**src/rtl/mem_port_arbiter.sv**
```systemverilog
// Arbiter sharing one single-port memory between instruction fetch and data access.
// One transaction in flight at a time; data wins ties unless fetch has been starved.
module mem_port_arbiter #(
   parameter int unsigned ADDR_WIDTH   = 32,
   parameter int unsigned DATA_WIDTH   = 32,
   parameter int unsigned STARVE_MAX   = 4,
   parameter int unsigned STARVE_WIDTH = 3
) (
   input  logic                  clk_i,
   input  logic                  rst_i,
   input  logic                  if_req_i,
   input  logic [ADDR_WIDTH-1:0] if_addr_i,
   output logic [DATA_WIDTH-1:0] if_rdata_o,
   output logic                  if_valid_o,
   input  logic                  d_req_i,
   input  logic                  d_we_i,
   input  logic [ADDR_WIDTH-1:0] d_addr_i,
   input  logic [DATA_WIDTH-1:0] d_wdata_i,
   output logic [DATA_WIDTH-1:0] d_rdata_o,
   output logic                  d_valid_o,
   output logic                  mem_req_o,
   output logic                  mem_we_o,
   output logic [ADDR_WIDTH-1:0] mem_addr_o,
   output logic [DATA_WIDTH-1:0] mem_wdata_o,
   input  logic                  mem_gnt_i,
   input  logic                  mem_rvalid_i,
   input  logic [DATA_WIDTH-1:0] mem_rdata_i,
   output logic                  stall_f_o,
   output logic                  stall_m_o
);

   typedef enum logic [1:0] {StIdle, StReq, StWait, StResp} stateT;
   typedef enum logic {OwnFetch, OwnData} ownerT;

   localparam logic [STARVE_WIDTH-1:0] StarveMax = STARVE_WIDTH'(STARVE_MAX);

   stateT                   stateQ, stateD;
   ownerT                   ownerQ, ownerD;
   logic [STARVE_WIDTH-1:0] starveCntQ, starveCntD;
   logic [ADDR_WIDTH-1:0]   addrQ, addrD;
   logic                    weQ, weD;
   logic [DATA_WIDTH-1:0]   wdataQ, wdataD;
   logic [DATA_WIDTH-1:0]   ifRdataQ, ifRdataD;
   logic [DATA_WIDTH-1:0]   dRdataQ, dRdataD;
   logic                    fetchStarved;
   logic                    takeData;

   always_ff @(posedge clk_i or negedge rst_i) begin
      if (!rst_i) begin
         stateQ     <= StIdle;
         ownerQ     <= OwnFetch;
         starveCntQ <= '0;
         addrQ      <= '0;
         weQ        <= 1'b0;
         wdataQ     <= '0;
         ifRdataQ   <= '0;
         dRdataQ    <= '0;
      end else begin
         stateQ     <= stateD;
         ownerQ     <= ownerD;
         starveCntQ <= starveCntD;
         addrQ      <= addrD;
         weQ        <= weD;
         wdataQ     <= wdataD;
         ifRdataQ   <= ifRdataD;
         dRdataQ    <= dRdataD;
      end
   end

   always_comb begin
      stateD       = stateQ;
      ownerD       = ownerQ;
      starveCntD   = starveCntQ;
      addrD        = addrQ;
      weD          = weQ;
      wdataD       = wdataQ;
      ifRdataD     = ifRdataQ;
      dRdataD      = dRdataQ;
      fetchStarved = starveCntQ >= StarveMax;
      takeData     = d_req_i && (!if_req_i || !fetchStarved);

      unique case (stateQ)
         StIdle: begin
            if (takeData) begin
               ownerD = OwnData;
               addrD  = d_addr_i;
               weD    = d_we_i;
               wdataD = d_wdata_i;
               stateD = StReq;
               // Only grants that made fetch wait count towards starvation.
               if (if_req_i && !fetchStarved) begin
                  starveCntD = starveCntQ + 1'b1;
               end
            end else if (if_req_i) begin
               ownerD     = OwnFetch;
               addrD      = if_addr_i;
               weD        = 1'b0;
               wdataD     = '0;
               starveCntD = '0;
               stateD     = StReq;
            end
         end
         StReq: begin
            if (mem_gnt_i) begin
               stateD = StWait;
            end
         end
         StWait: begin
            if (mem_rvalid_i) begin
               if (ownerQ == OwnFetch) begin
                  ifRdataD = mem_rdata_i;
               end else if (!weQ) begin
                  dRdataD = mem_rdata_i;
               end
               stateD = StResp;
            end
         end
         StResp: begin
            stateD = StIdle;
         end
      endcase
   end

   always_comb begin
      mem_req_o   = stateQ == StReq;
      mem_we_o    = (stateQ == StReq) && weQ;
      mem_addr_o  = addrQ;
      mem_wdata_o = wdataQ;
      if_valid_o  = (stateQ == StResp) && (ownerQ == OwnFetch);
      d_valid_o   = (stateQ == StResp) && (ownerQ == OwnData);
      if_rdata_o  = ifRdataQ;
      d_rdata_o   = dRdataQ;
      stall_f_o   = if_req_i && !if_valid_o;
      stall_m_o   = d_req_i && !d_valid_o;
   end

endmodule

```
**config.mk**
```make
export PLATFORM = sky130hd
export DESIGN_NAME = mem_port_arbiter
export DESIGN_NICKNAME = d
export VERILOG_FILES = /design/src/rtl/mem_port_arbiter.sv
export SDC_FILE = /design/constraint.sdc
export NUM_CORES = 1
export LEC_CHECK = 0
export ABC_AREA = 1
export CAP_MARGIN = 20
export CELL_PAD_IN_SITES_DETAIL_PLACEMENT = 1
export CELL_PAD_IN_SITES_GLOBAL_PLACEMENT = 1
export CORE_MARGIN = 4
export CORE_UTILIZATION = 32
export DETAILED_ROUTE_END_ITERATION = 10
export MAX_ROUTING_LAYER = met4
export PLACE_DENSITY = 0.95
export SYNTH_ARGS = -nofsm -noshare
export SYNTH_HDL_FRONTEND = slang
export SYNTH_SLANG_ARGS = --single-unit
```
**constraint.sdc**
```tcl
create_clock -name clk_i -period 2.4 [get_ports clk_i]
set_input_delay 0.48 -clock clk_i [delete_from_list [all_inputs] [get_ports clk_i]]
set_output_delay 0.48 -clock clk_i [all_outputs]
set_load 0.01 [all_outputs]
```
Word-level counts from Yosys, hierarchy flattened
Cells that the tools add are included.

operators by class
  add/subtract/negate cells = 1
  $lt $le $gt $ge = 1
  eq/ne operators = 7
  mux-type cells = 15
  bitwise gates (word level) = 2
  reductions and logical operators = 19

operators with widths
  cell                                                      number
  2-to-1 mux 32 bit                                         4
  2-to-1 mux 3 bit                                          3
  AND reduction 3 bit                                       3
  2-to-1 mux 2 bit                                          4
  case mux 2 bit (4 select lines)                           1
  logical AND 1 bit                                         7
  == test 2 bit, second input constant                      2
  logical NOT 1 bit                                         4
  inequality test 2 x 1 -> 1 bit, second input constant     2
  AND reduction 4 bit                                       1
  adder 3 x 1 -> 3 bit, second input constant               1
  greater-or-equal comparator 3 bit, second input constant  1
  2-to-1 mux 1 bit                                          3
  inequality test 3 bit, second input constant              1
  == test 2 x 1 -> 1 bit, second input constant             1
  logical NOT 2 bit                                         1
  inequality test 2 bit, second input constant              1
  NOT 1 bit                                                 2
  AND reduction 2 bit                                       1
  nonzero test 2 bit                                        1
  logical OR 1 bit                                          1

word-level totals
  bits in registers = 135
  input bits = 135
  output and inout port bits = 134
  word-level logic and storage cells = 53

Logic depth before layout (Yosys ltp)
Gate-level depths: netlist (run 1).

  depth in word-level cells = 6
  mapped depth = 8
  gate-level depth less buffers = 7

Worst setup path after synthesis (run 1)
OpenSTA, ideal clock, no wires.

  kind = in2out
  start point = in d_req_i
  end point = out stall_m_o
  arrival time = 1089 ps
  required time = 1920 ps
  slack = 831 ps
  cell stages on the path = 4
  path buffers = 2
  cells stage by stage = buf_2 -> buf_2 -> inv_1 -> nor2_1

on the way
  word-level cells in the longest chain between the ends = 1

ends and longest elaborated chain
  element            RTL line  RTL
  start, declared    15        input logic d_req_i,
  logical AND 1 bit  134       stall_m_o = d_req_i && !d_valid_o;
  end, declared      29        output logic stall_m_o

No other way between the ends.

Final worst setup path (run 1)
  start point = reg stateQ[0]
  end point = out if_valid_o

on the way
  word-level cells in the longest chain between the ends = 2

ends and longest elaborated chain
  element                 RTL line  RTL
  start, declared         37        stateT stateQ, stateD;
  start signal, assigned  50        stateQ <= StIdle;
  start signal, assigned  59        stateQ <= stateD;
  == test 2 bit           129       if_valid_o = (stateQ == StResp) && (ownerQ == OwnFetch);
  logical AND 1 bit       129
  end, declared           14        output logic if_valid_o,

No other way between the ends.

==> results of run 1 <==
## flip-flops by register name (all words and copies together), names as in the netlist
signal	cells
mem_wdata_o	32
stateQ	2
if_rdata_o	32
starveCntQ	3
ownerQ	1
weQ	1
d_rdata_o	32
mem_addr_o	32
## cell families (layout without fill, tap and decap cells)
group,Yosys count,after routing,share of synthesized area [%]
fa+ha+maj,5,5,1.07
other cells,0,1,0
simple gates,353,353,26.3
buf+inv,116,401,9.05
flops,135,135,57.7
compound gates,68,68,5.89
## final timing paths
check,to,from
max,if_valid_o,stateQ[0]
min,mem_wdata_o[7],mem_wdata_o[7]
max reg2reg,d_rdata_o[19],stateQ[0]
min reg2reg,mem_wdata_o[7],mem_wdata_o[7]
max in group asynchronous,mem_wdata_o[2],rst_i
min in group asynchronous,mem_addr_o[17],rst_i
## final cells by class
cell class	instances	area, sq um	area share, %
inverter	82	310	3.29
clock buffer	21	460	4.87
timing repair buffer	287	2880	30.5
sequential	135	3380	35.8
multi-input combinational	426	1950	20.7
tap	229	287	3.03
antenna	1	2.50	0.0265
clock inverter	11	173	1.83
## power by group
| part | total [mW] | switching, mW | leakage [nW] | internal [mW] |
|---|---|---|---|---|
| clock | 2.79 | 0.991 | 0.307 | 1.80 |
| combinational | 5.07 | 2.47 | 2.65 | 2.60 |
| sequential | 3.91 | 0.592 | 1.69 | 3.32 |
| total | 11.8 | 4.05 | 4.65 | 7.72 |
## timing repair
action                                 CTS  global route
endpoints found under the hold margin   27             0
gates resized for setup                  0             2
hold buffers                             1             0
setup endpoints to repair                0             2
## metrics by stage
stage,setup WS (ps),std cells,power (mW),area (sq um)
global placement,77.4,1158,8.82,8790
detailed placement,83.1,1158,9.10,8790
CTS,45.6,1191,12.0,9440
global route,22.1,1192,12.6,9450
floorplan,831,677,6.07,5860
finish,165,1192,11.8,9450
## per-layer routing
metal | routed length, microns | part of all wire [%] | GRT usage [%] | vias up
li1 | - | - | - | 2624
met1 | 7780 | 38 | 22.1 | 2650
met2 | 10700 | 52 | 36.6 | 191
met3 | 1620 | 7.9 | 6.36 | 31
met4 | 457 | 2.2 | 6.59 | 0
met5 | 0 | 0 | - | -
## layout by cell type (no fill, tap or decap)
cell             netlist  final
nor2_8                 1      1
nor2_4                 2      2
nand3b_1              32     32
dlygate4sd3_1          0      1
nand3_1               34     34
clkdlybuf4s50_1        0    265
clkbuf_1              10      2
o21ai_0               66     66
nand2_1              274    274
buf_12                 0      4
dlymetal6s2s_1         0      2
inv_1                 81     81
nand3_2                1      1
o21bai_1               2      2
nand2_4                1      1
clkinvlp_4             0      1
nand2_2                2      2
clkinv_4               0      4
nor2_1                 4      4
buf_4                  3     14
bufinv_16              0      4
ha_1                   5      5
nand4_1                2      2
clkbuf_16              0     17
dfrtp_1              135    135
buf_6                  9      1
inv_4                  1      1
clkinv_2               0      2
clkbuf_8               0      2
diode_2                0      1
## worst max-delay path: cells and delay by family (launching register included)
family | cells | cell delay [ps]
fa+ha+maj | 1 | 200
simple gates | 1 | 120
buf+inv | 2 | 650
flops | 1 | 390
==> results_dict.tcl, run 1 <==
set metrics [dict create \
    status "complete, no violations" \
    grt_use_total_pct 20.7 \
    antenna_found_initial 1 \
    fin_tns_setup_ps 0 \
    initial_core_util_pct 32.6 \
    async_flop_share_pct 100 \
    syn2layout_area_growth_pct 61.2 \
    rsz0062_at_grt "false" \
    clk_path_buf_depth 2 \
    cp.required_ps 1920 \
    yosys-top-cells-count "274 x nand2_1, 135 x dfrtp_1, 81 x inv_1" \
    cts_htree_levels 4 \
    clock-root-buffer "clkbuf_16" \
    synth.top_cell.area_share_pct 57.7 \
    crit_fanout 4 \
    start_kind "flip-flop" \
    crit_chain "ha_1 -> inv_1 -> nor2_1 -> clkdlybuf4s50_1" \
    antenna_left 0 \
    ys_warn_count 0 \
    synth_area_sq_mm 0.00586 \
    yosysTopAreaCell "dfrtp_1" \
    peakVddDrop_uv 628 \
    vias 5496 \
    die_w_microns 143 \
    cts_setup_buffers 0 \
    ff2ff_path_depth 7 \
    path_clk_slew_ps 60 \
    finalHoldViolCount 0 \
    max_stage_delay_ps 600 \
    drc 0 \
    tightest_slew_ps 588 \
    maxSlewHeadroom_pct 60.8 \
    critPathKind "reg2out" \
    clock_sinks 135 \
    cp-end-kind "primary output" \
    vias_per_cell 4.61 \
    avgRoutedWirePerCell_microns 17.3 \
    rows 49 \
    synth_edf_count 0 \
    ff2ff_setup_slack_ps 680 \
    gp_congestion 0.840 \
    whs_ps 478 \
    max_freq_mhz 447 \
    skew_ps 7.95 \
    cp_slowest_cell "clkdlybuf4s50_1" \
    synth_nets 817 \
    synthFlopType "dfrtp_1" \
    syn_area_per_cell_sq_um 8.65 \
    die_area_sq_mm 0.0205 \
    grt_pass1_wl_microns 31900 \
    synth_area_leaders "dfrtp_1 58%, nand2_1 18%, o21ai_0 5.6%" \
    final-max-slew-violation-count 0 \
    utilization_pct 52.6 \
    io_pins 269 \
    synth_cell_types 21 \
    critPathArrivalTime_ps 1760 \
    initialDrtViolationCount 193 \
    cts_tree "yes" \
    synth_most_common_cell "nand2_1" \
    io_buffers 268 \
    die_y_microns 143 \
    synth_seq_cells 135 \
    hp-class "reg2reg" \
    synthCells 677 \
    post-dp-hpwl_microns 15600 \
    grt_pass1_vias 6128 \
    wl_microns 20600 \
    fillCellCount 2070 \
    finalCritPeriodShare_pct 93.1 \
    gr-total-overflow 0 \
    p_per_area_mw_per_mm2 1250 \
    cts-buffers-inserted 17 \
    leakage_nw 4.65 \
    clock_latency_ps 410 \
    whs_path_depth 2 \
    drive_above_1_share_pct 5.93 \
    final_nets 1089 \
    drv_cap 0 \
    period_needed_ps 2240 \
    finalSetupViolCount 0 \
    grt_max_degree 65 \
    coreArea_sq_mm 0.0180 \
    seq_area_frac_synth_pct 57.7 \
    dr.pass1.iters 4 \
]
(Power assumes the default switching activity.)
==> run 2, diff against run 1 <==
- CORE_UTILIZATION: 32 -> 27
- PLACE_DENSITY: 0.95 -> 0.88
- clock period: 2.4 -> 1.9 ns (I/O delays scaled with it)
==> run 2 against run 1 <==
Net effect: combinational power is 26% higher; highest routed layer unchanged; die area rose by 17%; flip-flop and latch count did not move; worst hold slack worse by 37 ps; critical path type unchanged; core utilization down 7.8 points; via count rose by 0.76%; register-to-register slack worse by 530 ps; setup slack lost 76 ps; final area is 0.25% higher.
==> results_dict.tcl, run 2 (synthesized netlist as in run 1, its figures left out) <==
set metrics [dict create \
    place_area_sq_mm 0.00885 \
    tightest_slew_ps 373 \
    start_kind "flip-flop" \
    clock_latency_ps 410 \
    drv_cap 0 \
    final_common_cell "nand2_1" \
    peakVddDrop_uv 653 \
    share_comb_of_total_power_pct 44.0 \
    cts_tree "yes" \
    rows 53 \
    fin_tns_setup_ps 0 \
    final_nets 1089 \
    clk_path_buf_depth 2 \
    initialDrtViolationCount 168 \
    critPathArrivalTime_ps 1430 \
    finalSetupViolCount 0 \
    finalHoldViolCount 0 \
    cts_htree_levels 4 \
    cp.required_ps 1520 \
    die_w_microns 155 \
    fin_area_sq_mm 0.00947 \
    coreArea_sq_mm 0.0212 \
    gr-total-overflow 0 \
    p_clk_share_pct 22.1 \
    internal_power_mw 9.47 \
    clock-root-buffer "clkbuf_16" \
    post-dp-hpwl_microns 15000 \
    whs_ps 441 \
    hp-class "in2async" \
    crit_chain "ha_2 -> inv_2 -> nor2_4 -> nor2_1 -> clkdlybuf4s15_2" \
    skew_ps 8.83 \
    max_stage_delay_ps 390 \
    grt_max_degree 65 \
    antenna_found_initial 1 \
    drc 0 \
    ff2ff_path_depth 8 \
    vias_per_cell 4.47 \
    initial_core_util_pct 27.7 \
    cp_slowest_cell "dfrtp_1" \
    finalCritPeriodShare_pct 95.4 \
    antenna_left 0 \
    ff2ff_setup_slack_ps 150 \
    clock_sinks 135 \
    dr.pass1.iters 4 \
    crit_fanout 2 \
    drive_above_1_share_pct 6.44 \
    wl_microns 20300 \
    grt_use_total_pct 17.5 \
    path_clk_slew_ps 60 \
    fillCellCount 2454 \
    mostFrequentLayoutCells "274 x nand2_1, 261 x clkdlybuf4s50_1, 135 x dfrtp_1" \
    cp-end-kind "primary output" \
    p_per_area_mw_per_mm2 1540 \
    power_frac_seq_pct 33.9 \
    grt_pass1_wl_microns 32300 \
    leakage_nw 4.62 \
    syn2layout_area_growth_pct 61.6 \
    io_pins 269 \
    grt_pass1_vias 6121 \
    utilization_pct 44.8 \
    critPathKind "reg2out" \
    gp_congestion 0.779 \
    period_needed_ps 1810 \
    p_sw_mw 5.11 \
    io_buffers 268 \
    die_y_microns 155 \
    rsz0062_at_grt "false" \
    die_area_sq_mm 0.0241 \
    p_sw_share_pct 35.0 \
    vias 5538 \
    status "complete, no violations" \
    maxSlewHeadroom_pct 75.1 \
    max_freq_mhz 552 \
    final-max-slew-violation-count 0 \
    cts-buffers-inserted 17 \
    avgRoutedWirePerCell_microns 16.4 \
]
[run 2: changes by cell type in the layout (fill, tap and decap cells not counted), sizes merged]
cell,delta
bufinv,-2
clkbuf,+4
dlygate4sd2,+2
buf,+2
clkdlybuf4s50,-4
clkinv,-2
clkdlybuf4s15,+2
dlymetal6s2s,-2
[run 2: power groups by stage]
stage	registers, mW	clock network [mW]	logic (mW)
floorplan	5.47	0	2.20
global placement	4.91	0	6.20
detailed placement	4.97	0	6.43
CTS	4.95	3.36	6.52
global route	5.13	3.48	7.09
finish	4.94	3.23	6.41
[run 2: final timing paths]
path | from | endpoint
setup reg to reg | stateQ[0] | mem_addr_o[7]
hold reg to reg | mem_addr_o[28] | mem_addr_o[28]
hold / removal | rst_i | d_rdata_o[30]
max in group asynchronous | rst_i | mem_wdata_o[11]
min in group clk_i | mem_addr_o[28] | mem_addr_o[28]
setup / recovery | stateQ[0] | stall_f_o
[run 2: what timing repair did]
action	in CTS	in global routing
buffers inserted	2	0
endpoints found under the hold margin	32	0
hold buffers	1	0
resized for setup	20	6
setup endpoints to repair	6	36
[run 2: per-stage QoR]
stage | instances | setup slack, ps | total power, mW
floorplan | 677 | 520 | 7.66
global route | 1238 | 10.1 | 15.7
global placement | 1202 | -180 | 11.1
CTS | 1237 | 9.72 | 14.8
finish | 1238 | 88.2 | 14.6
detailed placement | 1202 | -251 | 11.4
[run 2: final cells by class]
| class | count | area (sq um) | share of cell area (%) |
|---|---|---|---|
| sequential | 135 | 3380 | 35.7 |
| timing repair buffer | 287 | 2890 | 30.5 |
| multi-input combinational | 426 | 1970 | 20.8 |
| clock buffer | 25 | 475 | 5.02 |
| tap | 275 | 344 | 3.63 |
| inverter | 82 | 315 | 3.33 |
| clock inverter | 7 | 95.1 | 1.00 |
| antenna | 1 | 2.50 | 0.0264 |
[run 2: per-layer routing]
| layer | part of all wire [%] | wire, microns | up-vias | global-route usage [%] |
|---|---|---|---|---|
| li1 | - | - | 2627 | - |
| met1 | 40 | 8060 | 2693 | 19.4 |
| met2 | 50 | 10200 | 190 | 30.0 |
| met3 | 8.3 | 1700 | 28 | 5.98 |
| met4 | 1.8 | 366 | 0 | 5.04 |
| met5 | 0 | 0 | - | - |
[run 2: worst max-delay path, delay by kind of cell, from the launching register on]
kind / cells / cell delay, ps
adders and majority gates: 1 / 200
and+or+nand+nor: 2 / 140
buffers and inverters: 2 / 300
DFF: 1 / 390
==> run 3, diff against run 2 <==
- CORE_UTILIZATION: 27 -> 32
- PLACE_DENSITY: 0.88 -> 0.95
- TNS_END_PERCENT: default -> 5
- clock period: 1.9 -> 2.15 ns (I/O delays scaled with it)
==> run 3 against run 2 <==
Net effect: clock power decreased by 7.1%; critical path depth did not move; flip-flop and latch count unchanged; combinational power fell by 11%; core utilization rose by 7.7 points; non-clock buffer count decreased by 2; critical path type unchanged; highest routed layer unchanged.
==> results_dict.tcl, run 3 (synthesized netlist as in run 1, its figures left out) <==
set metrics [dict create \
    ff2ff_setup_slack_ps 410 \
    grtUsageMet3_pct 6.12 \
    seq_area_sq_mm 0.00338 \
    rsz0062_at_grt "false" \
    start_kind "flip-flop" \
    top_usage_layer "met2" \
    dr.pass1.iters 5 \
    whs_path_depth 2 \
    worstHoldStart "mem_wdata_o[24]" \
    fin_area_sq_mm 0.00943 \
    grt_pass1_wl_microns 32600 \
    p_per_area_mw_per_mm2 1390 \
    crit_path_frequent_cell "nor2_1" \
    r2r_start "stateQ[0]" \
    drive_above_1_share_pct 5.83 \
    finalHoldViolCount 0 \
    crit_chain "ha_1 -> inv_1 -> nor2_1 -> nor2_1 -> dlygate4sd2_1" \
    coreArea_sq_mm 0.0180 \
    cts_tree "yes" \
    clock_sinks 135 \
    gp_congestion 0.813 \
    antenna_found_initial 2 \
    die_area_sq_mm 0.0205 \
    peakVddDrop_uv 585 \
    critPathArrivalTime_ps 1550 \
    syn2layout_area_growth_pct 60.9 \
    tightest_slew_ps 601 \
    final_nets 1087 \
    grt_use_total_pct 21.0 \
    period_needed_ps 1980 \
    path_buf_inv 2 \
    die_y_microns 143 \
    post-dp-hpwl_microns 15300 \
    rows 49 \
    finalSetupViolCount 0 \
    cts-buffers-inserted 17 \
    finalPower_mw 13.1 \
    use_met2_pct 35.5 \
    drv_cap 0 \
    final_common_cell "nand2_1" \
    hp-class "reg2reg" \
    vias 5568 \
    cts_htree_levels 4 \
    drc 0 \
    ff2ff_path_depth 7 \
    gr-total-overflow 0 \
    cp-end-kind "primary output" \
    wl_microns 20700 \
    die_w_microns 143 \
    final-max-slew-violation-count 0 \
    path_clk_slew_ps 60 \
    cpLargestDelayFamily "flip-flops" \
    finalCritPeriodShare_pct 92.0 \
    cp_slowest_cell "dfrtp_1" \
    mostFrequentLayoutCells "274 x nand2_1, 261 x clkdlybuf4s50_1, 135 x dfrtp_1" \
    place_area_sq_mm 0.00882 \
    initial_core_util_pct 32.6 \
    skew_ps 9.23 \
    use_met1_pct 23.5 \
    whs_ps 475 \
    io_buffers 268 \
    cp.required_ps 1720 \
    avgRoutedWirePerCell_microns 17.4 \
    status "complete, no violations" \
    multi_input_area_sq_mm 0.00195 \
    critPathKind "reg2out" \
    max_freq_mhz 506 \
    crit_fanout 4 \
    initialDrtViolationCount 183 \
    io_pins 269 \
    grt_pass1_vias 6191 \
    leakage_nw 4.63 \
    clock-root-buffer "clkbuf_16" \
    antenna_left 0 \
    maxSlewHeadroom_pct 59.9 \
    timing.rr.end "if_rdata_o[29]" \
    grt_max_degree 65 \
    cts_setup_buffers 0 \
    min_to "mem_wdata_o[24]" \
    clk_path_buf_depth 2 \
    vias_per_cell 4.68 \
    fillCellCount 2078 \
    max_stage_delay_ps 410 \
    clock_latency_ps 410 \
]
[run 3: changes by cell type in the layout (fill, tap and decap cells not counted), moves of 2 or more]
cell             delta
clkbuf_1            -5
dlygate4sd2_1       +4
buf_4               -3
clkinvlp_4          +3
inv_6               +3
buf_12              +2
buf_2               -2
clkbuf_8            -2
clkdlybuf4s15_2     -2
ha_1                +2
inv_1               +2
inv_2               -2
[run 3: cell type report]
| class | instances | share of cell area, % |
|---|---|---|
| inverters | 82 | 3.29 |
| diodes | 2 | 0.0531 |
| flip-flops and latches | 135 | 35.8 |
| clock inverters | 14 | 1.84 |
| clock buffers | 18 | 4.55 |
| repair buffers | 285 | 30.7 |
| well taps | 229 | 3.04 |
| multi-input cells | 426 | 20.7 |
[run 3: worst max-delay path by stage]
stage / startpoint / to / slack, ps / cells past startpoint
after global routing: stateQ[0] / stall_f_o / 70 / 5
after detailed placement: if_req_i / stall_f_o / -60 / 4
after global placement: if_req_i / stall_f_o / -70 / 4
after floorplan: d_req_i / stall_m_o / 680 / 4
final: stateQ[0] / stall_f_o / 170 / 5
after CTS: stateQ[0] / stall_f_o / 130 / 5
[run 3: where the power goes]
group / total (mW) / switching (mW) / internal [mW]
logic: 5.70 / 2.77 / 2.93
clock network: 3.00 / 1.17 / 1.83
registers: 4.37 / 0.671 / 3.70
[run 3: stage by stage]
| stage | cells | utilization, % | setup TNS (ps) | setup WS [ps] |
|---|---|---|---|---|
| 2_1_floorplan | 677 | - | 0 | 681 |
| 3_3_place_gp | 1156 | 49.1 | -68.1 | -68.1 |
| 3_5_place_dp | 1156 | 49.1 | -64.6 | -64.6 |
| 4_1_cts | 1189 | 52.5 | 0 | 127 |
| 5_1_grt | 1191 | 52.5 | 0 | 73.1 |
| 6_report | 1191 | 52.5 | 0 | 173 |
[run 3: tightest hold or removal path, cell delays in order, from the launching register on]
cell     delay, ps
dfrtp_1        340
nand2_1         50
nand2_1         50
[run 3: per-layer routing]
layer	vias to the layer above	wire (microns)
met2	201	10500
li1	2624	-
met3	34	1530
met4	0	599
met1	2709	8080
met5	-	0
[run 3: what timing repair did]
item                                    4_1_cts  5_1_grt
endpoints found under the setup margin        6        0
gates resized for setup                       6        0
endpoints found under the hold margin        39        0
hold buffers                                  1        0
